$ cat src/rtl/sar_pkg.sv
// Shared types and helpers for the SAR ADC sequencer.
//   sar_state_e   : sequencer state encoding (IDLE/SAMPLE/CONVERT/DONE)
//   DEF_*         : default resolution, channel count and timing
//   clog2_min1/chw: counter and channel-select width helpers
package sar_pkg;

  typedef enum logic [1:0] {
    IDLE    = 2'd0,
    SAMPLE  = 2'd1,
    CONVERT = 2'd2,
    DONE    = 2'd3
  } sar_state_e;

  localparam int unsigned DEF_WIDTH         = 8;
  localparam int unsigned DEF_NUM_CH        = 4;
  localparam int unsigned DEF_SAMPLE_CYCLES = 2;
  localparam int unsigned DEF_SETTLE_CYCLES = 1;

  // Bits needed to count 0..n-1, never less than one.
  function automatic int unsigned clog2_min1(input int unsigned n);
    return (n <= 1) ? 32'd1 : int'($clog2(n));
  endfunction

  // Channel-select width for a given channel count.
  function automatic int unsigned chw(input int unsigned num_ch);
    return clog2_min1(num_ch);
  endfunction

endpackage

$ cat src/rtl/sar_seq_ctrl_if.sv
// Bundle between the SAR sequencer, the analog front end and the result consumer.
//   master : sequencer side (drives track/DAC/strobe/mux and the result channel)
//   slave  : front end + consumer side (drives Start/ScanEn/ChSelIn/Compare/DataReady)
interface sar_seq_ctrl_if #(
  parameter int unsigned WIDTH = 8,
  parameter int unsigned CHW   = 2
);

  logic             Start;
  logic             ScanEn;
  logic [CHW-1:0]   ChSelIn;
  logic             Compare;
  logic             Busy;
  logic             SampleEn;
  logic             CmpStrobe;
  logic [WIDTH-1:0] SAROut;
  logic [CHW-1:0]   ChSel;
  logic [WIDTH-1:0] DataOut;
  logic [CHW-1:0]   DataCh;
  logic             DataValid;
  logic             DataReady;

  modport master (
    input  Start, ScanEn, ChSelIn, Compare, DataReady,
    output Busy, SampleEn, CmpStrobe, SAROut, ChSel, DataOut, DataCh, DataValid
  );

  modport slave (
    output Start, ScanEn, ChSelIn, Compare, DataReady,
    input  Busy, SampleEn, CmpStrobe, SAROut, ChSel, DataOut, DataCh, DataValid
  );

endinterface

$ cat src/rtl/sar_bit_engine.sv
// Successive-approximation bit engine: trial register, bit pointer and settle
// counter. A go pulse loads the MSB trial; each bit holds for SETTLE_CYCLES
// clocks with strobe on the last one, where compare resolves the bit.
//   clk, rst_n : clock, synchronous active-low reset
//   go         : load MSB trial and start a conversion
//   compare    : comparator decision, used only while strobe=1
//   sar        : current DAC trial code (0 when idle)
//   strobe     : comparator latch strobe
//   done_c     : final bit being resolved this cycle
//   result_c   : trial code with the current bit resolved by compare
module sar_bit_engine
  import sar_pkg::*;
#(
  parameter int unsigned WIDTH         = DEF_WIDTH,
  parameter int unsigned SETTLE_CYCLES = DEF_SETTLE_CYCLES
) (
  input  logic             clk,
  input  logic             rst_n,
  input  logic             go,
  input  logic             compare,
  output logic [WIDTH-1:0] sar,
  output logic             strobe,
  output logic             done_c,
  output logic [WIDTH-1:0] result_c
);

  localparam int unsigned PW = clog2_min1(WIDTH);
  localparam int unsigned CW = clog2_min1(SETTLE_CYCLES);
  localparam logic        STROBE_ON_ENTRY = (SETTLE_CYCLES == 1);

  logic             active;
  logic [PW-1:0]    ptr;
  logic [CW-1:0]    cnt;
  logic [WIDTH-1:0] bit_mask_c;

  // One-hot mask of the bit under test; shifting it right gives the next trial bit.
  assign bit_mask_c = WIDTH'(1) << ptr;
  assign result_c   = compare ? sar : (sar & ~bit_mask_c);
  assign done_c     = active && strobe && (ptr == '0);

  // Trial/pointer/settle sequencing.
  always_ff @(posedge clk) begin
    if (!rst_n) begin
      active <= 1'b0;
      sar    <= '0;
      ptr    <= PW'(WIDTH - 1);
      cnt    <= '0;
      strobe <= 1'b0;
    end else if (go) begin
      active <= 1'b1;
      sar    <= WIDTH'(1) << (WIDTH - 1);
      ptr    <= PW'(WIDTH - 1);
      cnt    <= '0;
      strobe <= STROBE_ON_ENTRY;
    end else if (active) begin
      if (strobe) begin
        cnt <= '0;
        if (ptr == '0) begin
          active <= 1'b0;
          sar    <= '0;
          ptr    <= PW'(WIDTH - 1);
          strobe <= 1'b0;
        end else begin
          sar    <= result_c | (bit_mask_c >> 1);
          ptr    <= ptr - PW'(1);
          strobe <= STROBE_ON_ENTRY;
        end
      end else begin
        cnt    <= cnt + CW'(1);
        strobe <= ((32'(cnt) + 32'd1) == (SETTLE_CYCLES - 32'd1));
      end
    end
  end

endmodule

$ cat src/rtl/sar_seq_ctrl.sv
// SAR ADC sequencer: IDLE -> SAMPLE (track) -> CONVERT (bit engine) -> DONE
// (valid/ready result), with single or auto-scan channel selection.
//   Clock, ResetN : clock, synchronous active-low reset
//   bus (master)  : Start/ScanEn/ChSelIn/Compare/DataReady in;
//                   Busy/SampleEn/CmpStrobe/SAROut/ChSel/DataOut/DataCh/DataValid out
module sar_seq_ctrl
  import sar_pkg::*;
#(
  parameter int unsigned WIDTH         = DEF_WIDTH,
  parameter int unsigned NUM_CH        = DEF_NUM_CH,
  parameter int unsigned SAMPLE_CYCLES = DEF_SAMPLE_CYCLES,
  parameter int unsigned SETTLE_CYCLES = DEF_SETTLE_CYCLES
) (
  input  logic          Clock,
  input  logic          ResetN,
  sar_seq_ctrl_if.master bus
);

  localparam int unsigned CHW = chw(NUM_CH);
  localparam int unsigned SW  = clog2_min1(SAMPLE_CYCLES);

  sar_state_e       state;
  logic [SW-1:0]    smp_cnt;
  logic             go_c;
  logic             done_c;
  logic [WIDTH-1:0] result_c;
  logic [WIDTH-1:0] sar;
  logic             strobe;
  logic [CHW-1:0]   ch_next_c;

  assign go_c = (state == SAMPLE) && (smp_cnt == SW'(SAMPLE_CYCLES - 1));

  // Scan wraps at the last populated channel so unused mux codes are never driven.
  assign ch_next_c = (bus.ChSel == CHW'(NUM_CH - 1)) ? '0 : bus.ChSel + CHW'(1);

  sar_bit_engine #(
    .WIDTH        (WIDTH),
    .SETTLE_CYCLES(SETTLE_CYCLES)
  ) u_engine (
    .clk     (Clock),
    .rst_n   (ResetN),
    .go      (go_c),
    .compare (bus.Compare),
    .sar     (sar),
    .strobe  (strobe),
    .done_c  (done_c),
    .result_c(result_c)
  );

  assign bus.SAROut    = sar;
  assign bus.CmpStrobe = strobe;

  // Sequencer FSM with registered outputs.
  always_ff @(posedge Clock) begin
    if (!ResetN) begin
      state         <= IDLE;
      smp_cnt       <= '0;
      bus.Busy      <= 1'b0;
      bus.SampleEn  <= 1'b0;
      bus.ChSel     <= '0;
      bus.DataOut   <= '0;
      bus.DataCh    <= '0;
      bus.DataValid <= 1'b0;
    end else begin
      case (state)
        IDLE: begin
          if (bus.Start) begin
            state        <= SAMPLE;
            smp_cnt      <= '0;
            bus.Busy     <= 1'b1;
            bus.SampleEn <= 1'b1;
            bus.ChSel    <= bus.ChSelIn;
          end
        end
        SAMPLE: begin
          if (go_c) begin
            state        <= CONVERT;
            bus.SampleEn <= 1'b0;
          end else begin
            smp_cnt <= smp_cnt + SW'(1);
          end
        end
        CONVERT: begin
          if (done_c) begin
            state         <= DONE;
            bus.DataOut   <= result_c;
            bus.DataCh    <= bus.ChSel;
            bus.DataValid <= 1'b1;
          end
        end
        DONE: begin
          // ScanEn is looked at only on the accepting edge.
          if (bus.DataValid && bus.DataReady) begin
            bus.DataValid <= 1'b0;
            if (bus.ScanEn) begin
              state        <= SAMPLE;
              smp_cnt      <= '0;
              bus.SampleEn <= 1'b1;
              bus.ChSel    <= ch_next_c;
            end else begin
              state    <= IDLE;
              bus.Busy <= 1'b0;
            end
          end
        end
        default: state <= IDLE;
      endcase
    end
  end

endmodule

$ cat src/flat_wrapper.sv
// flat-port wrapper written by rule: the top's interface ports become plain ports
module sar_seq_ctrl_flat import sar_pkg::*;
#(
  parameter int unsigned WIDTH         = DEF_WIDTH,
  parameter int unsigned NUM_CH        = DEF_NUM_CH,
  parameter int unsigned SAMPLE_CYCLES = DEF_SAMPLE_CYCLES,
  parameter int unsigned SETTLE_CYCLES = DEF_SETTLE_CYCLES
)
  (Clock, ResetN, bus_Start, bus_ScanEn, bus_ChSelIn, bus_Compare, bus_DataReady, bus_Busy, bus_SampleEn, bus_CmpStrobe, bus_SAROut, bus_ChSel, bus_DataOut, bus_DataCh, bus_DataValid);
  sar_seq_ctrl_if #(.WIDTH(WIDTH), .CHW(2)) bus_i ();
  input  logic Clock;
  input  logic ResetN;
  input wire logic [$bits(bus_i.Start)-1:0] bus_Start;
  input wire logic [$bits(bus_i.ScanEn)-1:0] bus_ScanEn;
  input wire logic [$bits(bus_i.ChSelIn)-1:0] bus_ChSelIn;
  input wire logic [$bits(bus_i.Compare)-1:0] bus_Compare;
  input wire logic [$bits(bus_i.DataReady)-1:0] bus_DataReady;
  output wire logic [$bits(bus_i.Busy)-1:0] bus_Busy;
  output wire logic [$bits(bus_i.SampleEn)-1:0] bus_SampleEn;
  output wire logic [$bits(bus_i.CmpStrobe)-1:0] bus_CmpStrobe;
  output wire logic [$bits(bus_i.SAROut)-1:0] bus_SAROut;
  output wire logic [$bits(bus_i.ChSel)-1:0] bus_ChSel;
  output wire logic [$bits(bus_i.DataOut)-1:0] bus_DataOut;
  output wire logic [$bits(bus_i.DataCh)-1:0] bus_DataCh;
  output wire logic [$bits(bus_i.DataValid)-1:0] bus_DataValid;
  assign bus_i.Start = bus_Start;
  assign bus_i.ScanEn = bus_ScanEn;
  assign bus_i.ChSelIn = bus_ChSelIn;
  assign bus_i.Compare = bus_Compare;
  assign bus_i.DataReady = bus_DataReady;
  assign bus_Busy = bus_i.Busy;
  assign bus_SampleEn = bus_i.SampleEn;
  assign bus_CmpStrobe = bus_i.CmpStrobe;
  assign bus_SAROut = bus_i.SAROut;
  assign bus_ChSel = bus_i.ChSel;
  assign bus_DataOut = bus_i.DataOut;
  assign bus_DataCh = bus_i.DataCh;
  assign bus_DataValid = bus_i.DataValid;
  sar_seq_ctrl #(.WIDTH(WIDTH), .NUM_CH(NUM_CH), .SAMPLE_CYCLES(SAMPLE_CYCLES), .SETTLE_CYCLES(SETTLE_CYCLES)) u_core (.Clock(Clock), .ResetN(ResetN), .bus(bus_i));
endmodule
$ cat config.mk
export PLATFORM = sky130hd
export DESIGN_NAME = sar_seq_ctrl_flat
export DESIGN_NICKNAME = d
export VERILOG_FILES = /design/src/rtl/sar_pkg.sv /design/src/rtl/sar_seq_ctrl_if.sv /design/src/rtl/sar_bit_engine.sv /design/src/rtl/sar_seq_ctrl.sv /design/src/flat_wrapper.sv
export SDC_FILE = /design/constraint.sdc
export NUM_CORES = 1
export LEC_CHECK = 0
export CORE_MARGIN = 1
export CORE_UTILIZATION = 54
export DETAILED_ROUTE_END_ITERATION = 7
export GPL_TIMING_DRIVEN = 0
export PLACE_DENSITY = 0.79
export SLEW_MARGIN = 40
export SYNTH_ARGS = -nofsm -noshare
export SYNTH_HDL_FRONTEND = slang
export SYNTH_HIERARCHICAL = 1
export SYNTH_SLANG_ARGS = --single-unit
export TNS_END_PERCENT = 5
$ cat constraint.sdc
create_clock -name Clock -period 3.7 [get_ports Clock]
set_input_delay 0.74 -clock Clock [delete_from_list [all_inputs] [get_ports Clock]]
set_output_delay 0.74 -clock Clock [all_outputs]
set_load 0.02 [all_outputs]
* Word level (Yosys, flattened, before mapping)
Index checks and enable logic that the tools add are counted.
** Storage, ports and cells
- Bits in registers :: 32
- Input port bits :: 8
- Output and inout bits :: 24
- Logic and storage cells :: 98
** Cells by class
- $add $sub $neg :: 5
- Equal/unequal tests :: 11
- Shifts and indexed selects :: 1
- Multiplexer cells :: 41
- Bitwise gates (word level) :: 4
- Reduce and logical (&&, ||, !) cells :: 22
** Operators with widths (count)
- 8-bit two-way mux :: 5
- 32-bit zero test :: 1
- 1-bit two-way mux :: 21
- 2-bit two-way mux :: 8
- 4-bit AND reduction :: 3
- 5-bit AND reduction :: 2
- 8-bit bitwise AND :: 1
- 2-bit != test, second input constant :: 4
- 8-bit NOT :: 1
- 8-bit by 7-bit OR with 8-bit output :: 1
- 2-bit case mux with 4 select lines :: 1
- 2-bit nonzero test :: 4
- 1-bit by 3-bit left shift with 8-bit output, first input constant :: 1
- 2-bit == test, second input constant :: 3
- 2-bit by 1-bit != test with 1-bit output, second input constant :: 3
- 1-bit case mux with 3 select lines :: 2
- 2-bit AND reduction :: 3
- 1-bit logical AND :: 4
- 1-bit case mux with 2 select lines :: 2
- 2-bit case mux with 2 select lines :: 1
- 3-bit zero test :: 1
- 3-bit two-way mux :: 1
- 3-bit AND reduction :: 1
- 3-bit nonzero test :: 1
- other kinds (8) :: 9

* Logic depth before layout (Yosys ltp)
- Depth in word-level cells :: 9
- Gate-level depth with buffers :: 8
- Mapped depth without buffers :: 8

* Cells and area by module
Netlist, hierarchy kept.
** By module, submodules not included
- sar_seq_ctrl :: instances 1, cells each 102, area an instance 858.3 um^2, seq. area each 360.3 um^2
- sar_bit_engine :: instances 1, cells each 84, area an instance 725.7 um^2, seq. area each 260.2 um^2

* Least setup slack after synthesis
Ideal clock, no wire load.
- Path kind :: reg2reg
- Start point :: register u_core.u_engine.ptr[0]
- End point :: register u_core.state[0]
- Library setup time :: 0.092 ns
- Arrival time :: 1.664 ns
- Data required time :: 3.608 ns
- Path slack :: 1.944 ns
- Cell stages (with the launch flop) :: 8
- Path buffers :: 0
- Period minus slack after synthesis :: 1.756 ns
- Path through :: dfxtp_1 inv_1 ha_1 nand2b_1 nor2_1 nor2b_1 a2111o_1 o32ai_1
** Between the ends
- Longest elaborated chain between the ends :: 4
** Ends and longest elaborated chain
- start, declared :: line sar_bit_engine.sv:32 : logic [PW-1:0] ptr;
- start signal, assigned :: line sar_bit_engine.sv:46 : ptr <= PW'(WIDTH - 1);
- start signal, assigned :: line sar_bit_engine.sv:52 : ptr <= PW'(WIDTH - 1);
- start signal, assigned :: line sar_bit_engine.sv:61 : ptr <= PW'(WIDTH - 1);
- 3-bit zero test :: line sar_bit_engine.sv:39 : assign done_c = active && strobe && (ptr == '0);
- 1-bit logical AND :: line sar_bit_engine.sv:39
- via u_core.done_c :: line sar_seq_ctrl.sv:25 : logic done_c;
- 2-bit by 1-bit != test with 1-bit output (no source line)
- 4-bit AND reduction (no source line)
- end signal, assigned :: line sar_seq_ctrl.sv:56 : state <= IDLE;
- end signal, assigned :: line sar_seq_ctrl.sv:68 : state <= SAMPLE;
- end signal, assigned :: line sar_seq_ctrl.sv:77 : state <= CONVERT;
- end, declared :: line sar_seq_ctrl.sv:22 : sar_state_e state;
The timed path passes the listed nets, and every way through them passes these cells.
A chain may end at the register's enable or synchronous reset.

* Worst setup path in the final report
- Start point :: register u_core.bus.ChSel[0]
- End point :: output bus_ChSel[0]
** RTL lines
- start, declared :: line sar_seq_ctrl_if.sv:25 : output Busy, SampleEn, CmpStrobe, SAROut, ChSel, DataOut, DataCh, DataValid
- start signal, assigned :: line sar_seq_ctrl.sv:72 : bus.ChSel <= bus.ChSelIn;
- start signal, assigned :: line sar_seq_ctrl.sv:99 : bus.ChSel <= ch_next_c;
- end, declared :: line flat_wrapper.sv:22 : output wire logic [$bits(bus_i.ChSel)-1:0] bus_ChSel;
No word-level cell between the ends.

==> flow_metrics.tcl <==
set metrics [dict create \
    outcome "finished clean" \
    hold_depth 2 \
    cts_setup_buffers 0 \
    start_kind "flip-flop" \
    syn-num-nets 205 \
    r2r_cells 8 \
    nNetsFinal 243 \
    area_growth_pct 26.4 \
    die_x_um 56.2 \
    crit_chain "clkdlybuf4s50_1" \
    core_mm2 0.00276 \
    slew_headroom 0.686 \
    power_switching_share 0.328 \
    worstPathRequired_ns 2.96 \
    min_to "u_core/bus.DataOut[3]" \
    ys_seq_area_frac 0.392 \
    drtPass1Iterations 4 \
    antenna_left 0 \
    cts_resized 0 \
    drv_slew 0 \
    worstSetupPathType "reg2out" \
    crit_arrival_ns 1.36 \
    rsz0062_at_grt "false" \
    crit_start "u_core/bus.ChSel[0]" \
    diodes 0 \
    place_congestion 0.814 \
    start_util 0.574 \
    fin_setup_tns_ns 0 \
    synth.distinct_cells 40 \
    synthSimpleGateAreaFrac 0.237 \
    cts_tree "built" \
    drive_gt1_frac 0.0622 \
    postPlaceCellArea_mm2 0.00193 \
    cts_hold_buf 0 \
    finalHoldViolCount 0 \
    gr-total-overflow 0 \
    fin_skew_ns 0.00812 \
    p_leak_nw 0.765 \
    synth-async-reset-ratio 0 \
    netlist_instances 186 \
    ys_ff_latch 31 \
    clk-insertion-delay-late_ns 0.33 \
    synth_top_family_by_area "simple AND/OR/NAND/NOR gates" \
    die_y_um 56.2 \
    p_int_uw 617 \
    hold_class "reg2reg" \
    setup_violations 0 \
    crit_path_max_fanout 5 \
    antenna_found_initial 0 \
    wl_per_cell_um 13.0 \
    hp-start "u_core/bus.DataOut[3]" \
    syn_area_mm2 0.00158 \
    synth_compound_area_frac 0.231 \
    vias_per_cell 5.61 \
    ios 32 \
    grt_start_max_net_pins 13 \
    power.switching_uw 301 \
    cp_slowest_stage_delay_ns 0.63 \
    numClockSinks 31 \
    fin_crit_ns 2.10 \
    cts_htree_levels 2 \
    irDropWorstVdd_v 0.000492 \
    routed_wl_mm 3.34 \
    final_cell_mix "clkdlybuf4s50_1, dfxtp_1, nand2_1, a21oi_1, nor2_1" \
    fill_cells 244 \
    cp_slowest_cell "clkdlybuf4s50_1" \
    reg2reg_slack_ns 1.60 \
    synth_ff_type "dfxtp_1" \
    synth_edf_count 0 \
    clock_path_buffers 2 \
    grt_pass1_vias 1299 \
    p_seq_frac 0.443 \
    numPortBuffers 31 \
    path_buf_inv 1 \
    ys_warn_count 6 \
    syn_area_per_cell_um2 8.52 \
    muxShareOfSynthArea 0.0126 \
    clk_pin_slew_ns 0.09 \
    min_period_over_period 0.567 \
    drc 0 \
    drv_cap 0 \
    hpwl_mm 2.52 \
    dieArea_mm2 0.00315 \
    p_comb_frac 0.314 \
    power-per-cell-area_mw_per_mm2 458 \
    cts_buffers 5 \
    synth_xor_area_frac 0 \
    critPathTopFamily "buffers and inverters" \
    r2r_start "u_core/u_engine/ptr[0]" \
    p_clk_frac 0.243 \
    rr_endpoint "u_core/state[0]" \
    tightest_slew_ns 0.468 \
    synth_adder_area_share 0.0869 \
    grtUsageTotal 0.229 \
    fp-row-count 19 \
    drtIter0Drc 29 \
    endpoint_kind "output pin" \
    grt_pass1_wl_mm 5.66 \
    fin_area_mm2 0.00200 \
    clockRootBuffer "clkbuf_4" \
    num_vias 1436 \
    clock.fmax_mhz 476 \
]
[logic make-up after synthesis]
| logic type | Yosys count |
|---|---|
| flip-flops | 31 |
| adder cells (fa/ha/maj) | 11 |
| AO/OA/AOI/OAI | 53 |
| multiplexers | 2 |
| AND/OR/NAND/NOR | 75 |
| buffers and inverters | 14 |
[cell usage after synthesis, drive strengths merged (3+ instances only)]
cell type / number / area share
and2b: 3 / 0.014
dfxtp: 31 / 0.39
a211oi: 3 / 0.014
nor2: 13 / 0.032
o2bb2ai: 5 / 0.028
nand2: 29 / 0.069
inv: 9 / 0.021
a21oi: 19 / 0.060
and2: 7 / 0.028
buf: 3 / 0.015
o21ai: 7 / 0.022
a21boi: 5 / 0.024
ha: 11 / 0.087
a22oi: 4 / 0.019
nand3: 6 / 0.019
nor2b: 4 / 0.021
[registers in the layout (all words and copies together) (netlist names)]
register,cells
u_core/state,2
u_core/bus.DataOut,8
u_core/u_engine/strobe,1
u_core/bus.ChSel,2
u_core/bus.SampleEn,1
u_core/smp_cnt,1
u_core/u_engine/ptr,3
u_core/u_engine/active,1
u_core/u_engine/sar,8
u_core/bus.DataCh,2
u_core/bus.Busy,1
u_core/bus.DataValid,1
[area by class of cell]
class	instances	area [µm²]	share of cell area
clock buffer	8	68.8	0.0344
multi-input combinational	141	898	0.449
timing repair buffer	31	310	0.155
buffer	5	31.3	0.0156
inverter	9	33.8	0.0169
sequential	31	621	0.310
tap	31	38.8	0.0194
[routing by layer]
metal  track usage  part of all wire  vias up
met4        0.0976             0.016        0
met3        0.0744             0.052        7
met1         0.295              0.47      661
met2         0.352              0.46       42
met5             0                 0        -
li1              -                 -      726
[tightest hold or removal path, stage by stage, from the launching register on]
cell and delay, ns:
dfxtp_1 0.32, nand2_1 0.05, a21oi_1 0.05
[worst max path at each step]
stage,end,cells after the start
after global routing,u_core/state[0],7
final,bus_ChSel[0],1
after floorplan,u_core/state[0],7
after detailed placement,u_core/bus.SampleEn,5
after global placement,u_core/bus.SampleEn,5
after CTS,bus_ChSel[0],1
[per-stage QoR]
stage,util,setup slack (ns),power [mW],std cells,hold slack [ns]
CTS,0.726,1.57,0.924,256,0.460
floorplan,-,1.94,0.605,186,0.458
global route,0.726,1.44,0.979,256,0.478
detailed placement,0.701,1.37,0.702,248,0.447
global placement,0.701,1.44,0.685,248,0.442
finish,0.726,1.60,0.917,256,0.459
[power by group through the flow]
stage	Sequential (mW)	Combinational, mW	Clock [mW]
2_1_floorplan	0.435	0.170	0
3_3_place_gp	0.412	0.273	0
3_5_place_dp	0.415	0.287	0
4_1_cts	0.407	0.288	0.228
5_1_grt	0.412	0.321	0.246
6_report	0.406	0.288	0.223
Power figures use the tool's default switching activity.
